--- config.mk ---
export PLATFORM = sky130hd
export DESIGN_NAME = nco_sweep_ctrl_flat
export DESIGN_NICKNAME = d
export VERILOG_FILES = /design/src/rtl/nco_ctrl_pkg.sv /design/src/rtl/nco_sweep_ctrl_if.sv /design/src/rtl/nco_sweep_ctrl.sv /design/src/flat_wrapper.sv
export SDC_FILE = /design/constraint.sdc
export NUM_CORES = 1
export LEC_CHECK = 0
export BUFFER_PORTS_ARGS = -buffer_cell sky130_fd_sc_hd__clkbuf_2
export CAP_MARGIN = 20
export CELL_PAD_IN_SITES_DETAIL_PLACEMENT = 0
export CELL_PAD_IN_SITES_GLOBAL_PLACEMENT = 1
export CORE_MARGIN = 10
export CORE_UTILIZATION = 38
export DETAILED_ROUTE_END_ITERATION = 8
export GPL_TIMING_DRIVEN = 0
export HOLD_SLACK_MARGIN = 0.06
export PLACE_DENSITY_LB_ADDON = 0.2
export SLEW_MARGIN = 20
export SYNTH_ARGS = -nofsm -noshare
export SYNTH_HDL_FRONTEND = slang
export SYNTH_SLANG_ARGS = --single-unit
--- constraint.sdc ---
create_clock -name i_clk -period 2.5 [get_ports i_clk]
set_input_delay 0.375 -clock i_clk [delete_from_list [all_inputs] [get_ports i_clk]]
set_output_delay 0.375 -clock i_clk [all_outputs]
set_load 0.01 [all_outputs]
--- src/rtl/nco_ctrl_pkg.sv ---
// Shared definitions for the NCO sweep controller: default widths and FSM state encoding.
package nco_ctrl_pkg;

   localparam int unsigned PwDefault = 32;
   localparam int unsigned CwDefault = 16;

   typedef enum logic [1:0] {
      StIdle  = 2'd0,
      StDwell = 2'd1,
      StDone  = 2'd2
   } sweep_state_e;

endpackage

--- src/rtl/nco_sweep_ctrl_if.sv ---
// Command and NCO-drive bundle between a sweep requester, the controller and the NCO.
interface nco_sweep_ctrl_if #(
   parameter int unsigned PW = nco_ctrl_pkg::PwDefault,
   parameter int unsigned CW = nco_ctrl_pkg::CwDefault
);

   logic          i_cmd_valid;
   logic          o_cmd_ready;
   logic [PW-2:0] i_start_inc;
   logic [PW-2:0] i_step;
   logic [CW-1:0] i_nsteps;
   logic [CW-1:0] i_dwell;
   logic          i_phase_rst;
   logic          i_hold;
   logic          i_abort;
   logic [PW-2:0] o_increment;
   logic          o_nco_ce;
   logic          o_nco_reset;
   logic          o_busy;
   logic          o_done;

   // Requester side: issues commands, observes the NCO drive and status.
   modport master (
      output i_cmd_valid, i_start_inc, i_step, i_nsteps, i_dwell,
             i_phase_rst, i_hold, i_abort,
      input  o_cmd_ready, o_increment, o_nco_ce, o_nco_reset, o_busy, o_done
   );

   // Controller side.
   modport slave (
      input  i_cmd_valid, i_start_inc, i_step, i_nsteps, i_dwell,
             i_phase_rst, i_hold, i_abort,
      output o_cmd_ready, o_increment, o_nco_ce, o_nco_reset, o_busy, o_done
   );

endinterface

--- src/rtl/nco_sweep_ctrl.sv ---
// Stepped-frequency sweep controller: walks an NCO increment from a start value in fixed
// steps, holding each frequency for a programmable dwell, then pulses done.
module nco_sweep_ctrl
   import nco_ctrl_pkg::*;
#(
   parameter int unsigned PW = PwDefault,
   parameter int unsigned CW = CwDefault
) (
   input  logic             i_clk,
   input  logic             i_reset_n,
   nco_sweep_ctrl_if.slave  bus
);

   sweep_state_e  state_q;
   logic [PW-2:0] inc_q;
   logic [PW-2:0] step_q;
   logic [CW-1:0] steps_left_q;
   logic [CW-1:0] dwell_cnt_q;
   logic [CW-1:0] dwell_len_q;
   logic          hold_q;
   logic          nco_ce_q;
   logic          nco_rst_q;
   logic          busy_q;
   logic          done_q;

   assign bus.o_cmd_ready = (state_q == StIdle);
   assign bus.o_increment = inc_q;
   assign bus.o_nco_ce    = nco_ce_q;
   assign bus.o_nco_reset = nco_rst_q;
   assign bus.o_busy      = busy_q;
   assign bus.o_done      = done_q;

   always_ff @(posedge i_clk or negedge i_reset_n) begin
      if (!i_reset_n) begin
         state_q      <= StIdle;
         inc_q        <= '0;
         step_q       <= '0;
         steps_left_q <= '0;
         dwell_cnt_q  <= '0;
         dwell_len_q  <= '0;
         hold_q       <= 1'b0;
         nco_ce_q     <= 1'b0;
         nco_rst_q    <= 1'b0;
         busy_q       <= 1'b0;
         done_q       <= 1'b0;
      end else begin
         nco_rst_q <= 1'b0;
         done_q    <= 1'b0;
         unique case (state_q)
            StIdle: begin
               // Abort is meaningless here; only a valid command moves us.
               if (bus.i_cmd_valid) begin
                  state_q      <= StDwell;
                  inc_q        <= bus.i_start_inc;
                  step_q       <= bus.i_step;
                  steps_left_q <= bus.i_nsteps;
                  dwell_cnt_q  <= bus.i_dwell;
                  dwell_len_q  <= bus.i_dwell;
                  hold_q       <= bus.i_hold;
                  nco_rst_q    <= bus.i_phase_rst;
                  nco_ce_q     <= 1'b1;
                  busy_q       <= 1'b1;
               end
            end
            StDwell: begin
               if (bus.i_abort) begin
                  state_q  <= StIdle;
                  nco_ce_q <= 1'b0;
                  busy_q   <= 1'b0;
               end else if (dwell_cnt_q == '0) begin
                  if (steps_left_q != '0) begin
                     inc_q        <= inc_q + step_q;
                     steps_left_q <= steps_left_q - CW'(1);
                     dwell_cnt_q  <= dwell_len_q;
                  end else begin
                     state_q  <= StDone;
                     done_q   <= 1'b1;
                     busy_q   <= 1'b0;
                     nco_ce_q <= hold_q;
                  end
               end else begin
                  dwell_cnt_q <= dwell_cnt_q - CW'(1);
               end
            end
            StDone: begin
               state_q <= StIdle;
               if (bus.i_abort) begin
                  nco_ce_q <= 1'b0;
               end
            end
            default: begin
               state_q <= StIdle;
            end
         endcase
      end
   end

endmodule

--- src/flat_wrapper.sv ---
// flat-port wrapper written by rule: the top's interface ports become plain ports
module nco_sweep_ctrl_flat import nco_ctrl_pkg::*;
#(
   parameter int unsigned PW = PwDefault,
   parameter int unsigned CW = CwDefault
)
  (i_clk, i_reset_n, bus_i_cmd_valid, bus_i_start_inc, bus_i_step, bus_i_nsteps, bus_i_dwell, bus_i_phase_rst, bus_i_hold, bus_i_abort, bus_o_cmd_ready, bus_o_increment, bus_o_nco_ce, bus_o_nco_reset, bus_o_busy, bus_o_done);
  nco_sweep_ctrl_if #(.PW(PW), .CW(CW)) bus_i ();
  input  logic i_clk;
  input  logic i_reset_n;
  input wire logic [$bits(bus_i.i_cmd_valid)-1:0] bus_i_cmd_valid;
  input wire logic [$bits(bus_i.i_start_inc)-1:0] bus_i_start_inc;
  input wire logic [$bits(bus_i.i_step)-1:0] bus_i_step;
  input wire logic [$bits(bus_i.i_nsteps)-1:0] bus_i_nsteps;
  input wire logic [$bits(bus_i.i_dwell)-1:0] bus_i_dwell;
  input wire logic [$bits(bus_i.i_phase_rst)-1:0] bus_i_phase_rst;
  input wire logic [$bits(bus_i.i_hold)-1:0] bus_i_hold;
  input wire logic [$bits(bus_i.i_abort)-1:0] bus_i_abort;
  output wire logic [$bits(bus_i.o_cmd_ready)-1:0] bus_o_cmd_ready;
  output wire logic [$bits(bus_i.o_increment)-1:0] bus_o_increment;
  output wire logic [$bits(bus_i.o_nco_ce)-1:0] bus_o_nco_ce;
  output wire logic [$bits(bus_i.o_nco_reset)-1:0] bus_o_nco_reset;
  output wire logic [$bits(bus_i.o_busy)-1:0] bus_o_busy;
  output wire logic [$bits(bus_i.o_done)-1:0] bus_o_done;
  assign bus_i.i_cmd_valid = bus_i_cmd_valid;
  assign bus_i.i_start_inc = bus_i_start_inc;
  assign bus_i.i_step = bus_i_step;
  assign bus_i.i_nsteps = bus_i_nsteps;
  assign bus_i.i_dwell = bus_i_dwell;
  assign bus_i.i_phase_rst = bus_i_phase_rst;
  assign bus_i.i_hold = bus_i_hold;
  assign bus_i.i_abort = bus_i_abort;
  assign bus_o_cmd_ready = bus_i.o_cmd_ready;
  assign bus_o_increment = bus_i.o_increment;
  assign bus_o_nco_ce = bus_i.o_nco_ce;
  assign bus_o_nco_reset = bus_i.o_nco_reset;
  assign bus_o_busy = bus_i.o_busy;
  assign bus_o_done = bus_i.o_done;
  nco_sweep_ctrl #(.PW(PW), .CW(CW)) u_core (.i_clk(i_clk), .i_reset_n(i_reset_n), .bus(bus_i));
endmodule
==> results of run 1 <==
[critical path, stage by stage (launching register included)]
cell and delay [ns]:
sky130_fd_sc_hd__dfrtp_1 0.39, sky130_fd_sc_hd__ha_2 0.20, sky130_fd_sc_hd__inv_2 0.05, sky130_fd_sc_hd__fa_2 0.22, sky130_fd_sc_hd__nor2b_4 0.05, sky130_fd_sc_hd__o211ai_1 0.34, sky130_fd_sc_hd__a21oi_2 0.16, sky130_fd_sc_hd__or4_4 0.56
sky130_fd_sc_hd__nand4b_1 0.14, sky130_fd_sc_hd__a21oi_2 0.08, sky130_fd_sc_hd__mux2_2 0.27
[stage by stage]
stage	instances	worst slack [ns]	area (µm²)	util, %	TNS (ns)
after global routing	1397	-0.1488	9714	49.43	-0.9173
after global placement	1349	-0.9197	8662	44.07	-114.35
after floorplan	949	0.004925	7655	-	0
after CTS	1395	-0.05446	9535	48.52	-0.09268
final	1397	-0.07372	9714	49.43	-0.1024
after detailed placement	1350	-0.4135	8698	44.26	-7.405
[routing by layer]
metal | global-route usage [%] | up-vias
li1 | - | 3741
met1 | 28.56 | 3631
met2 | 30.06 | 246
met3 | 5.056 | 30
met4 | 6.245 | 0
met5 | 0 | -
[registers in the layout (all words and copies together), names as in the netlist]
name	flops
u_core.bus.o_busy	1
u_core.bus.o_done	1
u_core.bus.o_increment	31
u_core.bus.o_nco_ce	1
u_core.bus.o_nco_reset	1
u_core.dwell_cnt_q	16
u_core.dwell_len_q	16
u_core.hold_q	1
u_core.state_q	2
u_core.step_q	31
u_core.steps_left_q	16
[cells by family after synthesis]
kind of cell / count (synthesis)
compound gates: 258
flops: 117
xor+xnor: 28
buf+inv: 68
fa+ha+maj: 35
simple gates: 439
mux: 4
[placed cells by master (no fill, tap or decap), types with 9 or more instances in the layout]
master	Yosys	layout
sky130_fd_sc_hd__clkbuf_1	32	17
sky130_fd_sc_hd__nor2_1	82	80
sky130_fd_sc_hd__o21ai_0	42	36
sky130_fd_sc_hd__and3_1	11	10
sky130_fd_sc_hd__o21a_1	9	9
sky130_fd_sc_hd__ha_1	34	26
sky130_fd_sc_hd__xor2_1	11	11
sky130_fd_sc_hd__xnor2_1	17	17
sky130_fd_sc_hd__a31oi_1	26	24
sky130_fd_sc_hd__a211oi_1	16	13
sky130_fd_sc_hd__nand3_1	26	26
sky130_fd_sc_hd__a21o_1	13	13
sky130_fd_sc_hd__dfrtp_1	117	117
sky130_fd_sc_hd__a21oi_1	75	68
sky130_fd_sc_hd__buf_4	1	25
sky130_fd_sc_hd__nand2_1	226	226
sky130_fd_sc_hd__clkbuf_2	1	146
sky130_fd_sc_hd__o211ai_1	11	11
sky130_fd_sc_hd__inv_1	13	12
sky130_fd_sc_hd__nor3_1	30	29
sky130_fd_sc_hd__clkbuf_16	0	17
[how the worst max path moves through the flow]
stage	start	endpoint
global placement	i_reset_n	u_core.step_q[18]
finish	u_core.step_q[0]	u_core.bus.o_increment[28]
global route	u_core.step_q[0]	u_core.bus.o_increment[28]
detailed placement	u_core.bus.o_increment[5]	u_core.bus.o_increment[30]
floorplan	u_core.bus.o_increment[17]	u_core.bus.o_increment[27]
CTS	u_core.bus.o_increment[0]	u_core.bus.o_increment[28]
[final cells by class]
type / count / area (µm²) / share of cell area [%]
multi-input combinational: 764 / 4700 / 48.38
sequential: 117 / 2928 / 30.14
timing repair buffer: 158 / 883.3 / 9.093
clock buffer: 22 / 474.2 / 4.882
tap: 265 / 331.6 / 3.413
buffer: 48 / 274.0 / 2.821
clock inverter: 10 / 75.07 / 0.7728
inverter: 13 / 48.80 / 0.5023
[repair_timing]
item	4_1_cts	5_1_grt
hold buffers	1	0
resized for setup	49	47
setup buffers	15	6
pin swaps	18	19
setup endpoints to repair	49	66
hold endpoints to repair	36	0
cloned	0	0
[power breakdown]
| part | switching (mW) | leakage, nW | total [mW] | internal, mW |
|---|---|---|---|---|
| registers | 0.690 | 1.39 | 3.22 | 2.53 |
| logic | 3.54 | 2.81 | 6.13 | 2.60 |
| clock network | 0.963 | 0.259 | 2.31 | 1.35 |
| total | 5.19 | 4.47 | 11.7 | 6.47 |
==> results.md, run 1 <==
* Clock latency on the worst-skew pair at around 0.43 ns
* Post-Synth Adder-Cell Area at under 10%
* Leakage dissipation at approximately 4.5 nW
* Overall power consumption at approximately 12 mW
* Met1 Routed Length at 12.80 mm
* Clock-pin slew on the worst setup and hold paths at around 0.06 ns
* Detailed-route wire length per cell at about 19 µm
* Post-layout nets at 1254
* Minimum hold slack at between 0.1 and 0.15 ns
* Netlist area before placement at 7655 µm²
* Worst IR drop on VDD at approximately 0.49 mV
* Per-cell via count in the routed design at between 5 and 6
* DPL Wire Length at approximately 20 mm
* Post-route setup slack at -0.07372 ns
* Synthesized area per cell at just over 8 µm²
* Critical hold path startpoint: bus_i_step[14]
* Number of primary I/O pins at about 140
* Yosys top cell area share at a little under two fifths
* Worst-path fanout max at 3
* Slew at the pin closest to its max-slew limit at roughly 0.76 ns
* Post-Syn Nets at 1084
* Final period demand of the worst path at between 2 and 3 ns
* Count of distinct cell types in the synthesized netlist at slightly above 80
* Status: complete, but fails checks
* Finish-stage setup viols at 2
* Most area-hungry cell type in the Yosys netlist: sky130_fd_sc_hd__dfrtp_1
* GR Overflow Total at 0
* CTS H-Tree Depth at 4
* Worst slew slack as a fraction of its limit at slightly below 50%
* Async S/R FF share, synth at 100.0%
* Initial cell density of the core at around two fifths
* Iteration count of the initial detailed-routing pass at 5
* Maximum number of pins on one net before global-route repair at between 80 and 90
* F_max at about 390 MHz
* Number of antenna violations at the first check in global routing at 0
* R2R cell count at 10
* Crit Reg-Reg Endpoint: u_core.bus.o_increment[28]
* Gate count after technology mapping at between 900 and 1000
* Share of synthesized area occupied by flip-flops and latches at between 30% and 40%
* DR vias at 7648
* Number of slew-limit violations in the final report at 0
* Post-synth EDFFs at 0
* Worst clock skew at 0.008267 ns
* Cell Rows at between 50 and 60
* DR WL met3 at approximately 1.8 mm
* Power per cell area at 1200 nW/µm²
* CTS tree: yes
* Failing checks: setup timing
* Hold Crit Endpoint: u_core.step_q[14]
* Cell with the most instances after synthesis: sky130_fd_sc_hd__nand2_1
* Data arrival, critical path at around 2.9 ns
* Setup slack of the worst register-to-register path at -0.07 ns
* R2R Path Start: u_core.step_q[0]
* Warning count from the yosys run at 0
* Category of the worst setup path capture point: register
* Mux cell area share after synthesis at 0.5557%
* Filler cells at around 2000
* Commonest register cell after synthesis: sky130_fd_sc_hd__dfrtp_1
* Simple-gate portion of the synthesized area at about a quarter
* Ranking of synthesized cells by area: sky130_fd_sc_hd__dfrtp_1 38%, sky130_fd_sc_hd__nand2_1 11%, sky130_fd_sc_hd__ha_1 5.6%, sky130_fd_sc_hd__a21oi_1 4.9%, sky130_fd_sc_hd__nor2_1 4.0%
* Die Ht at approximately 160 µm
* Type of the setup path with the least slack: register to register
* Drt first-iter violations at between 500 and 600
* Count of nets left with antenna violations after detail routing at 0
* Period utilization at 102.9%
* Startpoint types: register
* Hold Path Depth at 3
* Number of flip-flops and latches in the synthesized netlist at around 120
* Global-route wire length before repair at ~42 mm
* Antenna Cells at 0
* Layout cell share with drive strength beyond 1 at between 20% and 30%
* Via count of the first global-routing pass at ~7600
* Type of the most critical hold path: primary input to register
* Number of maximum-capacitance constraint violations at 0
* Max Used Layer: met4
* CTS sink count at 117
* Xor/xnor cell area share of the yosys netlist at under 10%
* Core Footprint at just under 20000 µm²
* Horizontal die dimension at roughly 160 µm
* Met2 Wirelength at 11.68 mm
* Dominant combinational cell family by area after synthesis: simple AND/OR/NAND/NOR gates
* RSZ-0062 raised after global routing: true
* Die area at around 26000 µm²
* Required time at the endpoint of the critical path at about 2.8 ns
* Total length of routed wires at approximately 27 mm
* Count of port buffers added during placement at between 100 and 150
* All-Layer GR Usage at between 20% and 30%
* Drc violations at 0
* Number of buffers created by CTS at 17
* CTS Root Buffer Type: sky130_fd_sc_hd__clkbuf_16
* Routability congestion estimate at around 0.89
* Most common library cells after synthesis: 226 x sky130_fd_sc_hd__nand2_1, 117 x sky130_fd_sc_hd__dfrtp_1, 82 x sky130_fd_sc_hd__nor2_1, 75 x sky130_fd_sc_hd__a21oi_1, 42 x sky130_fd_sc_hd__o21ai_0
* Hold Violations, Final at 0
* Buffer levels on the longest clock path at 2
* Synth Area in Compound Gates at ~22%
* Area Growth Syn to Fin at 26.90%
No activity file was read; power rests on OpenSTA's default activity.
==> run 2: changes to the inputs <==
--- a/config.mk
+++ b/config.mk
@@ -11,10 +11,12 @@
 export CELL_PAD_IN_SITES_GLOBAL_PLACEMENT = 1
 export CORE_MARGIN = 10
 export CORE_UTILIZATION = 38
+export CTS_CLUSTER_SIZE = 28
 export DETAILED_ROUTE_END_ITERATION = 8
 export GPL_TIMING_DRIVEN = 0
 export HOLD_SLACK_MARGIN = 0.06
 export PLACE_DENSITY_LB_ADDON = 0.2
+export RECOVER_POWER = 100
 export SLEW_MARGIN = 20
 export SYNTH_ARGS = -nofsm -noshare
 export SYNTH_HDL_FRONTEND = slang
==> run 2 against run 1 <==
The run still ends with setup timing left. Worst setup slack worse by 0.0046 ns. Maximum frequency is 0.18% lower. Clock-buffer cell count stayed put. Sequential share of layout area is 0.36 points higher. Sequential power hardly changed. Clock power hardly changed. Final cell count stayed put. Clock skew hardly changed. Die area stayed put. Non-clock buffer count stayed put. Combinational power is 1% lower. Largest cell class unchanged. Largest power group unchanged.
==> results.md, run 2 (synthesis results as in run 1) <==
* CTS sink count at 117 (unchanged)
* All-Layer GR Usage at 20.36% (unchanged)
* Crit Reg-Reg Endpoint: u_core.bus.o_increment[28]
* Worst setup slack before clock tree synthesis at -0.4135 ns (unchanged)
* Drc violations at 0 (unchanged)
* Cell Rows at 51 (unchanged)
* Placed Area at 8698 µm² (unchanged)
* Share of power burned in combinational logic at 52.3% (-0.3 points)
* Post-placement cell count at 1350 (unchanged)
* Critical hold path startpoint: bus_i_hold
* Most common cell after layout, fill and taps aside: sky130_fd_sc_hd__nand2_1
* Die area at 26220 µm² (unchanged)
* Number of primary I/O pins at 136 (unchanged)
* Die Ht at 161.9 µm (unchanged)
* Power per cell area at 1203 nW/µm² (+0.24%)
* Startpoint types: register
* Maximum number of pins on one net before global-route repair at 82 (unchanged)
* Routability congestion estimate at 0.8851 (unchanged)
* Post-layout nets at 1254 (unchanged)
* NetSw at 5.177 mW (-0.26%)
* Clock share of power at 19.9% (about the same)
* Type of the most critical hold path: primary input to register
* Clock-pin slew on the worst setup and hold paths at 0.06 ns (about the same)
* Buffer levels on the longest clock path at 2 (unchanged)
* Hold Violations, Final at 0 (unchanged)
* Number of maximum-capacitance constraint violations at 0 (unchanged)
* Count of non-filler cells in the finished layout at 1397 (unchanged)
* Clock latency on the worst-skew pair at 0.42 ns (about the same)
* Design Area, Final at 9599 µm² (-1.2%)
* R2R Path Start: u_core.step_q[0]
* Number of slew-limit violations in the final report at 0 (unchanged)
* Status: complete, but fails checks
* Internal power contribution at 6.372 mW (-1.5%)
* Worst slew slack as a fraction of its limit at 36.65% (-13 points)
* F_max at 387.9 MHz (-0.18%)
* Drt first-iter violations at 513 (-7.7%)
* Via count of the first global-routing pass at 7562 (unchanged)
* Setup slack of the worst register-to-register path at -0.08 ns (about the same)
* Category of the worst setup path capture point: register
* R2R cell count at 10 (unchanged)
* Net switching fraction of the power at 44.82% (+0.31 points)
* Required time at the endpoint of the critical path at 2.80 ns (about the same)
* Horizontal die dimension at 161.9 µm (unchanged)
* Hold Crit Endpoint: u_core.hold_q
* CTS H-Tree Depth at 4 (unchanged)
* Leakage dissipation at 4.322 nW (-3.2%)
* Worst-path fanout max at 3 (unchanged)
* DPL Wire Length at 19.98 mm (unchanged)
* GR Overflow Total at 0 (unchanged)
* Sequential cell fraction of total power at 27.8% (+0.2 points)
* Post-route setup slack at -0.07831 ns (-0.004595 ns)
* Number of antenna violations at the first check in global routing at 0 (unchanged)
* Commonest cells after routing, fill and taps aside: 228 x sky130_fd_sc_hd__nand2_1, 117 x sky130_fd_sc_hd__dfrtp_1, 112 x sky130_fd_sc_hd__clkbuf_2
* Core Footprint at 19650 µm² (unchanged)
* Period utilization at 103.1% (+0.18 points)
* Count of nets left with antenna violations after detail routing at 0 (unchanged)
* Worst clock skew at 0.008449 ns (+0.0001817 ns)
* Slew at the pin closest to its max-slew limit at 0.9502 ns (+0.1892 ns)
* Area Growth Syn to Fin at 25.40%
* Final period demand of the worst path at 2.578 ns (+0.004595 ns)
* CTS tree: yes
* Detailed-route wire length per cell at 19.21 µm (+0.13%)
* Finish-stage setup viols at 7 (+5)
* Failing checks: setup timing
* DR vias at 7592 (-0.73%)
* Global-route wire length before repair at 42.41 mm (unchanged)
* Antenna Cells at 0 (unchanged)
* Total length of routed wires at 26.84 mm (+0.13%)
* RSZ-0062 raised after global routing: true
* Iteration count of the initial detailed-routing pass at 5 (unchanged)
* Count of port buffers added during placement at 135 (unchanged)
* CTS Root Buffer Type: sky130_fd_sc_hd__clkbuf_16
* Layout cell share with drive strength beyond 1 at 22.00% (-3.5 points)
* Hold Path Depth at 3 (unchanged)
* Number of buffers created by CTS at 17 (unchanged)
* Initial cell density of the core at 38.95% (unchanged)
* Per-cell via count in the routed design at 5.435 (-0.73%)
* Type of the setup path with the least slack: register to register
* Worst IR drop on VDD at 0.4824 mV (-1.6%)
* Data arrival, critical path at 2.88 ns (about the same)
## run 2: changes by cell type in the layout (fill, tap and decap cells not counted), sizes merged
cell    change
buf         -2
clkbuf      +2
## run 2: worst max path at each step
stage | start | endpoint | slack, ns | depth (start not counted)
finish | u_core.step_q[0] | u_core.bus.o_increment[28] | -0.08 | 10
global route | u_core.step_q[0] | u_core.bus.o_increment[28] | -0.15 | 10
CTS | u_core.bus.o_increment[0] | u_core.bus.o_increment[28] | -0.05 | 10
detailed placement | u_core.bus.o_increment[5] | u_core.bus.o_increment[30] | -0.41 | 8
global placement | i_reset_n | u_core.step_q[18] | -0.92 | 1
floorplan | u_core.bus.o_increment[17] | u_core.bus.o_increment[27] | 0.005 | 9
## run 2: worst max-delay path: stages (launching register included)
cell,delay (ns)
sky130_fd_sc_hd__dfrtp_1,0.39
sky130_fd_sc_hd__ha_2,0.20
sky130_fd_sc_hd__inv_2,0.05
sky130_fd_sc_hd__fa_2,0.22
sky130_fd_sc_hd__nor2b_4,0.05
sky130_fd_sc_hd__o211ai_1,0.34
sky130_fd_sc_hd__a21oi_2,0.16
sky130_fd_sc_hd__or4_4,0.56
sky130_fd_sc_hd__nand4b_1,0.14
sky130_fd_sc_hd__a21oi_2,0.08
sky130_fd_sc_hd__mux2_2,0.28
## run 2: what timing repair did
action / in CTS / in global routing
cloned: 0 / 0
pin swaps: 18 / 19
resized for setup: 49 / 47
hold endpoints to repair: 36 / 0
hold buffers: 1 / 0
setup endpoints to repair: 49 / 66
buffers inserted: 15 / 6
## run 2: per-layer routing
layer	global-route usage [%]	vias to the layer above	wire, µm
met4	6.245	0	526
met5	0	-	0
met2	30.06	204	11670
met3	5.056	29	1631
li1	-	3723	-
met1	28.56	3636	13020
## run 2: layout make-up
| class | count | area [µm²] |
|---|---|---|
| clock buffers | 22 | 474.2 |
| multi-input cells | 764 | 4669 |
| clock inverters | 10 | 75.07 |
| inverters | 13 | 48.80 |
| fillers | 2052 | 10050 |
| repair buffers | 158 | 804.5 |
| flip-flops and latches | 117 | 2928 |
| plain buffers | 48 | 267.8 |
| well taps | 265 | 331.6 |
## run 2: per-stage QoR
stage	TNS (ns)	hold WS, ns	power, mW	util, %
floorplan	0	0.07941	6.921	-
global placement	-114.35	0.4591	8.504	44.07
CTS	-0.09268	0.1238	11.39	48.52
global route	-3.958	0.1346	12.43	48.84
detailed placement	-7.405	0.3143	8.552	44.26
finish	-0.1851	0.1372	11.55	48.84
## run 2: power groups by stage
stage / registers, mW / logic (mW) / clock network, mW
2_1_floorplan: 3.15 / 3.77 / 0
3_3_place_gp: 3.20 / 5.30 / 0
3_5_place_dp: 3.21 / 5.34 / 0
4_1_cts: 3.19 / 5.86 / 2.34
5_1_grt: 3.31 / 6.69 / 2.43
6_report: 3.21 / 6.04 / 2.30
==> run 3: changes to the inputs <==
--- a/config.mk
+++ b/config.mk
@@ -17,6 +17,7 @@
 export HOLD_SLACK_MARGIN = 0.06
 export PLACE_DENSITY_LB_ADDON = 0.2
 export RECOVER_POWER = 100
+export SKIP_LAST_GASP = 1
 export SLEW_MARGIN = 20
 export SYNTH_ARGS = -nofsm -noshare
 export SYNTH_HDL_FRONTEND = slang
==> run 3 against run 2 <==
The flow still finishes with violations (setup timing). Non-clock buffer count down 3. Via count up 0.24%. Die area unchanged. Clock-buffer cell count unchanged. Register-to-register slack about the same. Worst setup slack better by 0.0081 ns. Global-route usage unchanged. Flip-flop and latch count unchanged. Largest cell class unchanged.
==> results.md, run 3 (synthesis results as in run 1) <==
* All-Layer GR Usage at 20.36% (unchanged)
* Startpoint types: register
* Power per cell area at 1203 nW/µm² (about the same)
* CTS Root Buffer Type: sky130_fd_sc_hd__clkbuf_16
* Horizontal die dimension at 161.9 µm (unchanged)
* Commonest cells after routing, fill and taps aside: 227 x sky130_fd_sc_hd__nand2_1, 117 x sky130_fd_sc_hd__dfrtp_1, 110 x sky130_fd_sc_hd__clkbuf_2
* DR vias at 7610 (+0.24%)
* Cell-by-cell trace of the critical path: ha_2, inv_2, fa_2, nor2b_4, o211ai_1, a21oi_2, or4_4, nand4b_1, a21oi_2, mux2_2
* Category of the worst setup path capture point: register
* Post-placement cell count at 1350 (unchanged)
* Count of port buffers added during placement at 135 (unchanged)
* Crit path top cell by count: sky130_fd_sc_hd__a21oi_2
* CTS tree: yes
* DPL Wire Length at 19.98 mm (unchanged)
* Slew at the pin closest to its max-slew limit at 0.9539 ns (+0.003652 ns)
* CTS sink count at 117 (unchanged)
* Type of the setup path with the least slack: register to register
* Finish-stage setup viols at 9 (+2)
* Hold Violations, Final at 0 (unchanged)
* Final period demand of the worst path at 2.570 ns (-0.008054 ns)
* Drt first-iter violations at 565 (+10%)
* Data arrival, critical path at 2.87 ns (about the same)
* Die area at 26220 µm² (unchanged)
* Layout cell share with drive strength beyond 1 at 21.97% (-0.030 points)
* RSZ-0062 raised after global routing: true
* Worst clock skew at 0.008899 ns (+0.0004499 ns)
* Cell Rows at 51 (unchanged)
* GR Overflow Total at 0 (unchanged)
* Antenna Cells at 0 (unchanged)
* Design Area, Final at 9595 µm² (about the same)
* Area Growth Syn to Fin at 25.35% (about the same)
* Die Ht at 161.9 µm (unchanged)
* Failing checks: setup timing
* Status: complete, but fails checks
* Count of non-filler cells in the finished layout at 1394 (-0.21%)
* Required time at the endpoint of the critical path at 2.80 ns (about the same)
* Master of the slowest instance on the critical path: sky130_fd_sc_hd__or4_4
* Worst IR drop on VDD at 0.4828 mV (about the same)
* F_max at 389.1 MHz (+0.31%)
* Via count of the first global-routing pass at 7562 (unchanged)
* Core Footprint at 19650 µm² (unchanged)
* Clock latency on the worst-skew pair at 0.42 ns (about the same)
* Leakage dissipation at 4.311 nW (-0.25%)
* Buffer levels on the longest clock path at 2 (unchanged)
* Iteration count of the initial detailed-routing pass at 5 (unchanged)
* Worst slew slack as a fraction of its limit at 36.41% (-0.24 points)
* Global-route wire length before repair at 42.41 mm (unchanged)
* Core Util, Final at 48.82% (about the same)
* Dominant delay contributor by cell family on the critical path: simple AND/OR/NAND/NOR gates
* Most common cell after layout, fill and taps aside: sky130_fd_sc_hd__nand2_1
* Number of slew-limit violations in the final report at 0 (unchanged)
* Drc violations at 0 (unchanged)
* Detailed-route wire length per cell at 19.22 µm (about the same)
* Count of nets left with antenna violations after detail routing at 0 (unchanged)
* Number of antenna violations at the first check in global routing at 0 (unchanged)
* Filler cells at 2051 (-0.049%)
* Total length of routed wires at 26.80 mm (-0.16%)
* Per-cell via count in the routed design at 5.459 (+0.45%)
* Post-layout nets at 1251 (-0.24%)
* Initial cell density of the core at 38.95% (unchanged)
* Number of buffers created by CTS at 17 (unchanged)
* Routability congestion estimate at 0.8851 (unchanged)
* Bufs and invs on worst path at 1 (unchanged)
* Placed Area at 8698 µm² (unchanged)
* Worst-path fanout max at 3 (unchanged)
* Number of primary I/O pins at 136 (unchanged)
* Post-route setup slack at -0.07026 ns (+0.008054 ns)
* Maximum number of pins on one net before global-route repair at 82 (unchanged)
* CTS H-Tree Depth at 4 (unchanged)
* Clock-pin slew on the worst setup and hold paths at 0.06 ns (about the same)
* Type of the most critical hold path: primary input to register
* Number of maximum-capacitance constraint violations at 0 (unchanged)
* Setup TNS at -0.2574 ns (-0.07228 ns)
* Period utilization at 102.8% (-0.32 points)
* CP peak stage delay at 0.56 ns (about the same)
-- run 3: cell count changes in the layout (fill, tap and decap cells not counted), sizes merged --
cell	delta
buf	-3
-- run 3: layer usage --
layer	up-vias	wire length, µm	track usage [%]
met3	28	1647	5.056
li1	3720	-	-
met5	-	0	0
met2	221	11670	30.06
met4	0	528	6.245
met1	3641	12950	28.56
-- run 3: repair_timing --
item	CTS	global route
endpoints found under the hold margin	36	0
setup buffers	15	5
hold buffers	1	0
gates resized for setup	46	49
pin swaps	18	18
setup endpoints to repair	49	66
-- run 3: worst paths after layout --
check,depth (start not counted),startpoint,slack (ns),to
min,3,bus_i_step[14],0.14,u_core.step_q[14]
min in group asynchronous,2,i_reset_n,0.62,u_core.dwell_len_q[11]
max in group asynchronous,3,i_reset_n,0.58,u_core.bus.o_increment[23]
min reg2reg,2,u_core.hold_q,0.48,u_core.hold_q
max,10,u_core.step_q[0],-0.07,u_core.bus.o_increment[28]
max reg2reg,10,u_core.step_q[0],-0.07,u_core.bus.o_increment[28]
-- run 3: report_power, final --
group,switching (mW),total [mW],internal [mW]
clock,0.950,2.30,1.35
combinational,3.53,6.03,2.50
sequential,0.692,3.22,2.53
-- run 3: cell type report --
type / count / area (µm²) / share of cell area [%]
multi-input combinational: 764 / 4678 / 48.75
clock buffer: 22 / 474.2 / 4.942
inverter: 13 / 48.80 / 0.5085
buffer: 46 / 260.3 / 2.712
clock inverter: 10 / 75.07 / 0.7824
sequential: 117 / 2928 / 30.51
timing repair buffer: 157 / 799.5 / 8.332
tap: 265 / 331.6 / 3.455
-- run 3: stage by stage --
stage | hold WS [ns] | power [mW] | setup slack (ns)
2_1_floorplan | 0.07941 | 6.921 | 0.004925
3_3_place_gp | 0.4591 | 8.504 | -0.9197
3_5_place_dp | 0.3143 | 8.552 | -0.4135
4_1_cts | 0.1238 | 11.38 | -0.05853
5_1_grt | 0.1346 | 12.43 | -0.1488
6_report | 0.1362 | 11.54 | -0.07026
-- run 3: worst min-delay path, stage by stage --
cell and delay (ns):
sky130_fd_sc_hd__clkbuf_2 0.08, sky130_fd_sc_hd__nand2_1 0.04, sky130_fd_sc_hd__nand2_1 0.04
